==> src/rtl/zeroriscy_dmem_arbiter.sv <==
// Round-robin arbiter sharing the single-port data SRAM between the core LSU and a host port.
// Also decodes the tohost status word and the console character register.
module zeroriscy_dmem_arbiter #(
    parameter int unsigned MEM_AW       = 15,
    parameter logic [31:0] DMEM_BASE    = 32'h80000000,
    parameter logic [31:0] TOHOST_ADDR  = 32'h80001000,
    parameter logic [31:0] CONSOLE_ADDR = 32'h9a100000
) (
    input  logic              clk,
    input  logic              reset,

    input  logic              c_req_i,
    input  logic              c_we_i,
    input  logic [3:0]        c_be_i,
    input  logic [31:0]       c_addr_i,
    input  logic [31:0]       c_wdata_i,
    output logic              c_gnt_o,
    output logic              c_rvalid_o,
    output logic [31:0]       c_rdata_o,
    output logic              c_err_o,

    input  logic              h_req_i,
    input  logic              h_we_i,
    input  logic [3:0]        h_be_i,
    input  logic [31:0]       h_addr_i,
    input  logic [31:0]       h_wdata_i,
    output logic              h_gnt_o,
    output logic              h_rvalid_o,
    output logic [31:0]       h_rdata_o,
    output logic              h_err_o,

    output logic              mem_req_o,
    output logic              mem_we_o,
    output logic [3:0]        mem_be_o,
    output logic [MEM_AW-1:0] mem_addr_o,
    output logic [31:0]       mem_wdata_o,
    input  logic [31:0]       mem_rdata_i,

    output logic              tohost_valid_o,
    output logic [31:0]       tohost_data_o,
    output logic              sim_done_o,
    output logic              sim_pass_o,
    output logic              console_valid_o,
    output logic [7:0]        console_char_o
);

    typedef enum logic [1:0] {
        DEC_DMEM    = 2'd0,
        DEC_TOHOST  = 2'd1,
        DEC_CONSOLE = 2'd2,
        DEC_ERR     = 2'd3
    } dec_e;

    // Port index 0 is the core, 1 is the host.
    localparam logic PORT_HOST = 1'b1;

    logic [1:0]        req_vec;
    logic [1:0]        we_vec;
    logic [1:0][3:0]   be_vec;
    logic [1:0][31:0]  addr_vec;
    logic [1:0][31:0]  wdata_vec;
    logic [1:0]        gnt_vec;
    logic [1:0]        rvalid_vec;
    logic [1:0]        err_vec;
    logic [1:0][31:0]  rdata_vec;

    logic              last_grant_reg, last_grant_next;
    logic              rsp_valid_reg;
    logic              rsp_owner_reg;
    dec_e              rsp_dec_reg;
    logic              rsp_we_reg;
    logic              tohost_valid_reg;
    logic [31:0]       tohost_data_reg;
    logic              sim_done_reg;
    logic              sim_pass_reg;
    logic              console_valid_reg;
    logic [7:0]        console_char_reg;

    logic              any_gnt;
    logic              sel;
    logic              sel_we;
    logic [3:0]        sel_be;
    logic [31:0]       sel_addr;
    logic [31:0]       sel_wdata;
    dec_e              sel_dec;
    logic              tohost_wr;
    logic              console_wr;
    logic [31:0]       rsp_data;
    logic [1:0]        unused_addr_lsb;

    assign req_vec   = {h_req_i,   c_req_i};
    assign we_vec    = {h_we_i,    c_we_i};
    assign be_vec    = {h_be_i,    c_be_i};
    assign addr_vec  = {h_addr_i,  c_addr_i};
    assign wdata_vec = {h_wdata_i, c_wdata_i};

    // On a conflict the port that did not win the previous conflict goes first.
    always_comb begin
        gnt_vec         = 2'b00;
        last_grant_next = last_grant_reg;
        if (!reset) begin
            if (&req_vec) begin
                gnt_vec         = (last_grant_reg == PORT_HOST) ? 2'b01 : 2'b10;
                last_grant_next = (last_grant_reg == PORT_HOST) ? 1'b0 : 1'b1;
            end else begin
                gnt_vec = req_vec;
            end
        end
    end

    assign any_gnt   = |gnt_vec;
    assign sel       = gnt_vec[1];
    assign sel_we    = we_vec[sel];
    assign sel_be    = be_vec[sel];
    assign sel_addr  = addr_vec[sel];
    assign sel_wdata = wdata_vec[sel];
    assign unused_addr_lsb = sel_addr[1:0];

    // tohost sits inside the dmem window, so it is matched first.
    always_comb begin
        sel_dec = DEC_ERR;
        if (sel_addr[31:2] == TOHOST_ADDR[31:2]) begin
            sel_dec = DEC_TOHOST;
        end else if (sel_addr[31:2] == CONSOLE_ADDR[31:2]) begin
            sel_dec = DEC_CONSOLE;
        end else if (sel_addr[31:MEM_AW+2] == DMEM_BASE[31:MEM_AW+2]) begin
            sel_dec = DEC_DMEM;
        end
    end

    assign mem_req_o   = any_gnt && (sel_dec == DEC_DMEM);
    assign mem_we_o    = mem_req_o && sel_we;
    assign mem_be_o    = mem_req_o ? sel_be : 4'b0000;
    assign mem_addr_o  = mem_req_o ? sel_addr[MEM_AW+1:2] : '0;
    assign mem_wdata_o = mem_req_o ? sel_wdata : 32'h0;

    assign tohost_wr  = any_gnt && sel_we && (sel_dec == DEC_TOHOST);
    assign console_wr = any_gnt && sel_we && (sel_dec == DEC_CONSOLE) && sel_be[0];

    always_ff @(posedge clk) begin
        if (reset) begin
            last_grant_reg    <= PORT_HOST;
            rsp_valid_reg     <= 1'b0;
            rsp_owner_reg     <= 1'b0;
            rsp_dec_reg       <= DEC_DMEM;
            rsp_we_reg        <= 1'b0;
            tohost_valid_reg  <= 1'b0;
            tohost_data_reg   <= 32'h0;
            sim_done_reg      <= 1'b0;
            sim_pass_reg      <= 1'b0;
            console_valid_reg <= 1'b0;
            console_char_reg  <= 8'h00;
        end else begin
            last_grant_reg    <= last_grant_next;
            rsp_valid_reg     <= any_gnt;
            rsp_owner_reg     <= sel;
            rsp_dec_reg       <= sel_dec;
            rsp_we_reg        <= sel_we;
            tohost_valid_reg  <= tohost_wr;
            console_valid_reg <= console_wr;
            if (tohost_wr) begin
                tohost_data_reg <= sel_wdata;
                // Only the first nonzero value decides the test outcome.
                if (!sim_done_reg && (sel_wdata != 32'h0)) begin
                    sim_done_reg <= 1'b1;
                    sim_pass_reg <= (sel_wdata == 32'h1);
                end
            end
            if (console_wr) begin
                console_char_reg <= sel_wdata[7:0];
            end
        end
    end

    always_comb begin
        rsp_data = 32'h0;
        if (!rsp_we_reg) begin
            case (rsp_dec_reg)
                DEC_DMEM:   rsp_data = mem_rdata_i;
                DEC_TOHOST: rsp_data = tohost_data_reg;
                default:    rsp_data = 32'h0;
            endcase
        end
    end

    // A response still in flight when reset rises is suppressed.
    generate
        for (genvar gi = 0; gi < 2; gi++) begin : g_rsp
            assign rvalid_vec[gi] = !reset && rsp_valid_reg && (rsp_owner_reg == 1'(gi));
            assign rdata_vec[gi]  = rvalid_vec[gi] ? rsp_data : 32'h0;
            assign err_vec[gi]    = rvalid_vec[gi] && (rsp_dec_reg == DEC_ERR);
        end
    endgenerate

    assign c_gnt_o    = gnt_vec[0];
    assign h_gnt_o    = gnt_vec[1];
    assign c_rvalid_o = rvalid_vec[0];
    assign h_rvalid_o = rvalid_vec[1];
    assign c_rdata_o  = rdata_vec[0];
    assign h_rdata_o  = rdata_vec[1];
    assign c_err_o    = err_vec[0];
    assign h_err_o    = err_vec[1];

    assign tohost_valid_o  = !reset && tohost_valid_reg;
    assign tohost_data_o   = reset ? 32'h0 : tohost_data_reg;
    assign sim_done_o      = !reset && sim_done_reg;
    assign sim_pass_o      = !reset && sim_pass_reg;
    assign console_valid_o = !reset && console_valid_reg;
    assign console_char_o  = reset ? 8'h00 : console_char_reg;

endmodule

==> config.mk <==
export PLATFORM = sky130hd
export DESIGN_NAME = zeroriscy_dmem_arbiter
export DESIGN_NICKNAME = d
export VERILOG_FILES = /design/src/rtl/zeroriscy_dmem_arbiter.sv
export SDC_FILE = /design/constraint.sdc
export NUM_CORES = 1
export LEC_CHECK = 0
export ABC_AREA = 1
export BUFFER_PORTS_ARGS = -buffer_cell sky130_fd_sc_hd__clkbuf_2
export CAP_MARGIN = 40
export CORE_AREA = 2 2 131 133
export DETAILED_ROUTE_END_ITERATION = 6
export DIE_AREA = 0 0 133 135
export PLACE_DENSITY = 0.7
export REMOVE_ABC_BUFFERS = 1
export SLEW_MARGIN = 20
export SYNTH_ARGS = -nofsm -noshare
export SYNTH_HDL_FRONTEND = slang
export SYNTH_SLANG_ARGS = --single-unit
==> constraint.sdc <==
create_clock -name clk -period 3.22 [get_ports clk]
set_input_delay 0.322 -clock clk [delete_from_list [all_inputs] [get_ports clk]]
set_output_delay 0.322 -clock clk [all_outputs]
set_load 0.01 [all_outputs]
After elaboration in Yosys (flattened, before gate mapping):

Index checks and enable logic that the tools add are counted.

* flip-flop bits (word level): 50
* bits of input ports: 174
* output and inout port bits: 167

* magnitude comparators: 1
* eq/ne operators: 8
* muxes and demuxes: 24
* bitwise gates (word level): 1
* reduce and logical (&&, ||, !) cells: 24

Operators by type and width (number)
* $mux 32: 9
* $pmux 32 s2: 1
* $eq 30x30->1 const B: 2
* $eq 32x1->1 const B: 1
* $reduce_bool 32->1: 1
* $logic_and 1x1->1: 16
* $eq 15x15->1 const B: 1
* $mux 15: 1
* $mux 2: 6
* $mux 4: 3
* $mux 8: 1
* $eq 2x1->1 const B: 2
* $eq 2x2->1 const B: 2
* $logic_not 2->1: 2
* $reduce_and 2->1: 2
* $mux 1: 3
* $logic_not 1->1: 2
* $lt 1x2->1 const B: 1
* $reduce_or 2->1: 1
* $not 1->1: 1

Longest topological paths before layout:

* word-level depth: 12
* gate-level depth with buffers: 18

Least setup slack after synthesis:

Ideal clock, no wire load.

* kind: input to output
* from: input port reset
* to: output port mem_wdata_o[22]
* arrival time: 2.023 ns
* data required time: 2.898 ns
* setup slack: 0.875 ns
* stages: 13
* cell sequence: buf_2 > nor2_4 > nand2_1 > buf_6 > buf_6 > nand2_1 > nand2_1 > nor2_1 > nand3_1 > nor2_1 > nand4_1 > buf_2 > nor2_1

* longest elaborated chain between the ends: 10
* elaborated cells between the ends (all ways): 15

RTL lines
* start: declaration: RTL line 10 `input logic reset,`
* $mux 2 *: RTL line 101 `if (!reset) begin`
* $mux 32 (implied by the code) (2 in series): RTL line 115 `assign sel_addr = addr_vec[sel];`
* $eq 15x15->1: RTL line 126 `end else if (sel_addr[31:MEM_AW+2] == DMEM_BASE[31:MEM_AW+2]) begin`
* $mux 2: RTL line 126
* $mux 2: RTL line 124 `end else if (sel_addr[31:2] == CONSOLE_ADDR[31:2]) begin`
* $mux 2: RTL line 122 `if (sel_addr[31:2] == TOHOST_ADDR[31:2]) begin`
* $logic_not 2->1: RTL line 131 `assign mem_req_o = any_gnt && (sel_dec == DEC_DMEM);`
* $logic_and 1x1->1: RTL line 131
* $mux 32 *: RTL line 135 `assign mem_wdata_o = mem_req_o ? sel_wdata : 32'h0;`
* end: declaration: RTL line 36 `output logic [31:0] mem_wdata_o,`

Every way passes the cells marked *; elsewhere a longest branch is shown, timed or not. The select of a mux whose other input is x is not followed.

Worst setup path in the final report:

* from: register last_grant_reg
* to: output port mem_wdata_o[30]

* longest elaborated chain between the ends: 12
* elaborated cells between the ends (all ways): 17

RTL lines
* start: declaration: RTL line 67 `logic last_grant_reg, last_grant_next;`
* start signal: assignment: RTL line 154 `last_grant_reg <= last_grant_next;`
* $mux 2 *: RTL line 103 `gnt_vec = (last_grant_reg == PORT_HOST) ? 2'b01 : 2'b10;`
* $mux 2 *: RTL line 102 `if (&req_vec) begin`
* $mux 2 *: RTL line 101
* $mux 32 (implied by the code) (2 in series): RTL line 115
* $eq 15x15->1: RTL line 126
* $mux 2: RTL line 126
* $mux 2: RTL line 124
* $mux 2: RTL line 122
* $logic_not 2->1: RTL line 131
* $logic_and 1x1->1: RTL line 131
* $mux 32 *: RTL line 135

Marks and branches as above.

==> flow_summary.ini <==
[synth]
synth-seq-cells = 50
yosys_warnings = 0
synth_top_area_cell = dfxtp_1
synth-seq-area-share_pct = 22.0
synth.avg_cell_area_sq_um = 5.20
netlist.area_leader.share_pct = 22.0
netlist_area_sq_mm = 0.00454
yosysUniqueCellTypes = 26
synth_cells = 874
synthTopCellsByArea = dfxtp_1 22%, nand2_1 19%, nor2_1 16%

[grt]
grt-ovfl-total = 0
grt_pass1_vias = 5394
antenna_found_initial = 0
grt_max_degree = 66
grt_use_total_pct = 18.7
grt_first_pass_wirelength_um = 27100

[clocking]
cts.sinks = 50
numCtsBuffers = 5
cts_tree = built
clk_pin_slew_ps = 70
ctsHoldBuffers = 0
cts_root_buffer = clkbuf_16
insertion_delay_ps = 290
htreeDepth = 2
clock_path_buffers = 2

[sta]
slew_headroom_pct = 51.4
tightest_slew_ps = 722
tns_ps = 0
final-max-slew-violation-count = 0
period_share_pct = 92.1
setup_viol = 0
fin_skew_ps = 7.44
period_minus_slack_ps = 2960
hold_viol_final = 0
clock.fmax_ghz = 0.337
rsz0062_at_grt = no

[layout]
diodes = 0
fillers = 1793
largest_register_ffs = 32
syn_to_final_growth_pct = 44.5
drive_gt1_share_pct = 33.8
seq_area_sq_mm = 0.00100
fin_cells = 1404
nets = 1357
multi_input_area_sq_mm = 0.00267
final_util_pct = 40.0

[hold_path]
min_from = h_we_i
min_path_type = in2reg

[critical_path]
critPathBufInv = 3
cp-start-kind = register
cp-end-kind = primary output
critPathKind = reg2out
critPathTopFamily = simple AND/OR/NAND/NOR gates
cp_slowest_cell = dfxtp_1
critPathMaxFanout = 28
worst-endpoint-arrival_ps = 2640
cp_common_cell = nor2_1
r2r-start = last_grant_reg
startpoint = last_grant_reg
cp_slowest_stage_delay_ps = 360
worstPathRequired_ps = 2900
path_cells = nand3_2 -> nand2_4 -> inv_4 -> nand2_1 -> nand2_1 -> nor2_1 -> nand3_1 -> nor2_1 -> nand4_1 -> buf_4 -> nor2_1 -> clkbuf_2

[detailed_routing]
postRouteWirelength_um = 17800
wl_per_cell_um = 12.7
vias = 6258
dr.pass1.iters = 6
first_iter_violations = 274
viasPerCell = 4.46
route.detailed.drc = 0
drtAntennaViolNets = 0

[power_and_ir_drop]
power.leakage_nw = 3.95
p_seq_share_pct = 37.8
p_comb_share_pct = 25.0
pwr-share-clk_pct = 37.2
p_switching_uw = 501
powerDensity_mw_per_mm2 = 252
swShare_pct = 30.3
power.internal_mw = 1.15
peakVddDrop_mv = 0.220

[die]
dieArea_sq_mm = 0.0180
dieWidth_um = 133
start_util_pct = 27.7
fp-row-count = 47
num_io_pins = 341
die_h_um = 135
core_area_sq_mm = 0.0164

[placed_design]
place_inst = 1396
place_hpwl_um = 14300
io_buffers = 336
place.gp.congestion = 0.888

[job]
drv_cap = 0

[outcome]
status = complete, no violations
## cell usage after synthesis
master    number
inv_2         29
a211oi_1       1
nor2b_1        1
buf_4          4
nand2_2        1
dfxtp_1       50
nor2_2         4
nand2_1      226
nand3_2        1
nand4_1       10
nand3b_1      19
buf_1          5
o21ai_0       42
buf_2         11
o21ai_1       47
nor2_1       194
nor3_1         6
mux2i_1        5
buf_6          9
inv_1        128
or2_2          2
nor2_4         1
nand3_1       53
and2_1         1
clkbuf_1      22
clkinv_1       2
## cells by family (layout without fill, tap and decap cells)
logic type	count (synthesis)	after routing	share of synthesized area, %
flip-flops	50	50	22.0
buffers and inverters	210	520	19.5
multiplexers	5	5	1.10
AND/OR/NAND/NOR	519	519	47.4
AO/OA/AOI/OAI	90	90	9.97
## layer usage
layer	vias up	global-route usage (%)	share of wire [%]	wire [um]
met4	0	4.72	1.9	341
met5	-	0	0	0
met1	2722	22.7	43	7590
li1	3244	-	-	-
met2	267	34.8	49	8680
met3	25	2.33	6.6	1180
## worst paths after layout
kind | depth (start not counted) | endpoint | slack (ps)
worst max-delay path | 12 | mem_wdata_o[30] | 260
worst min-delay path | 3 | rsp_we_reg | 360
worst max register to register | 13 | sim_pass_reg | 750
worst min register to register | 4 | console_char_reg[1] | 530
## power groups by stage
stage	sequential [mW]	combinational [mW]	clock, mW
6_report	0.625	0.413	0.615
4_1_cts	0.624	0.416	0.633
2_1_floorplan	0.639	0.206	0
5_1_grt	0.624	0.464	0.657
3_5_place_dp	0.639	0.414	0
3_3_place_gp	0.639	0.409	0
## what timing repair did
action / 4_1_cts / 5_1_grt
setup buffers: 0 / 0
endpoints found under the setup margin: 0 / 36
resized for setup: 0 / 3
## layout make-up
class / count / area share (%)
inverter: 159 / 9.13
clock inverter: 3 / 0.724
sequential: 50 / 15.2
tap: 220 / 4.19
timing repair buffer: 353 / 28.1
clock buffer: 5 / 1.91
multi-input combinational: 614 / 40.7
## placed cells by master (no fill, tap or decap), drive strengths merged
cell / instances
clkbuf: 341
nand2: 227
nor2: 199
inv: 158
o21ai: 89
nand3: 54
dfxtp: 50
nand3b: 19
buf: 17
nand4: 10
nor3: 6
mux2i: 5
clkinv: 3
or2: 2
a211oi: 1
nor2b: 1
and2: 1
bufinv: 1
## tightest hold or removal path, stage by stage
cell	delay, ps
clkbuf_2	70
mux2i_1	120
nor2_1	100
## stage by stage
step	hold slack [ps]	total power [mW]	worst slack, ps	cell area, sq um
4_1_cts	359	1.67	193	6560
2_1_floorplan	394	0.844	-1730	4260
3_3_place_gp	512	1.05	305	6370
3_5_place_dp	518	1.05	282	6380
5_1_grt	378	1.74	44.8	6560
6_report	363	1.65	256	6560
Power figures use the tool's default switching activity.
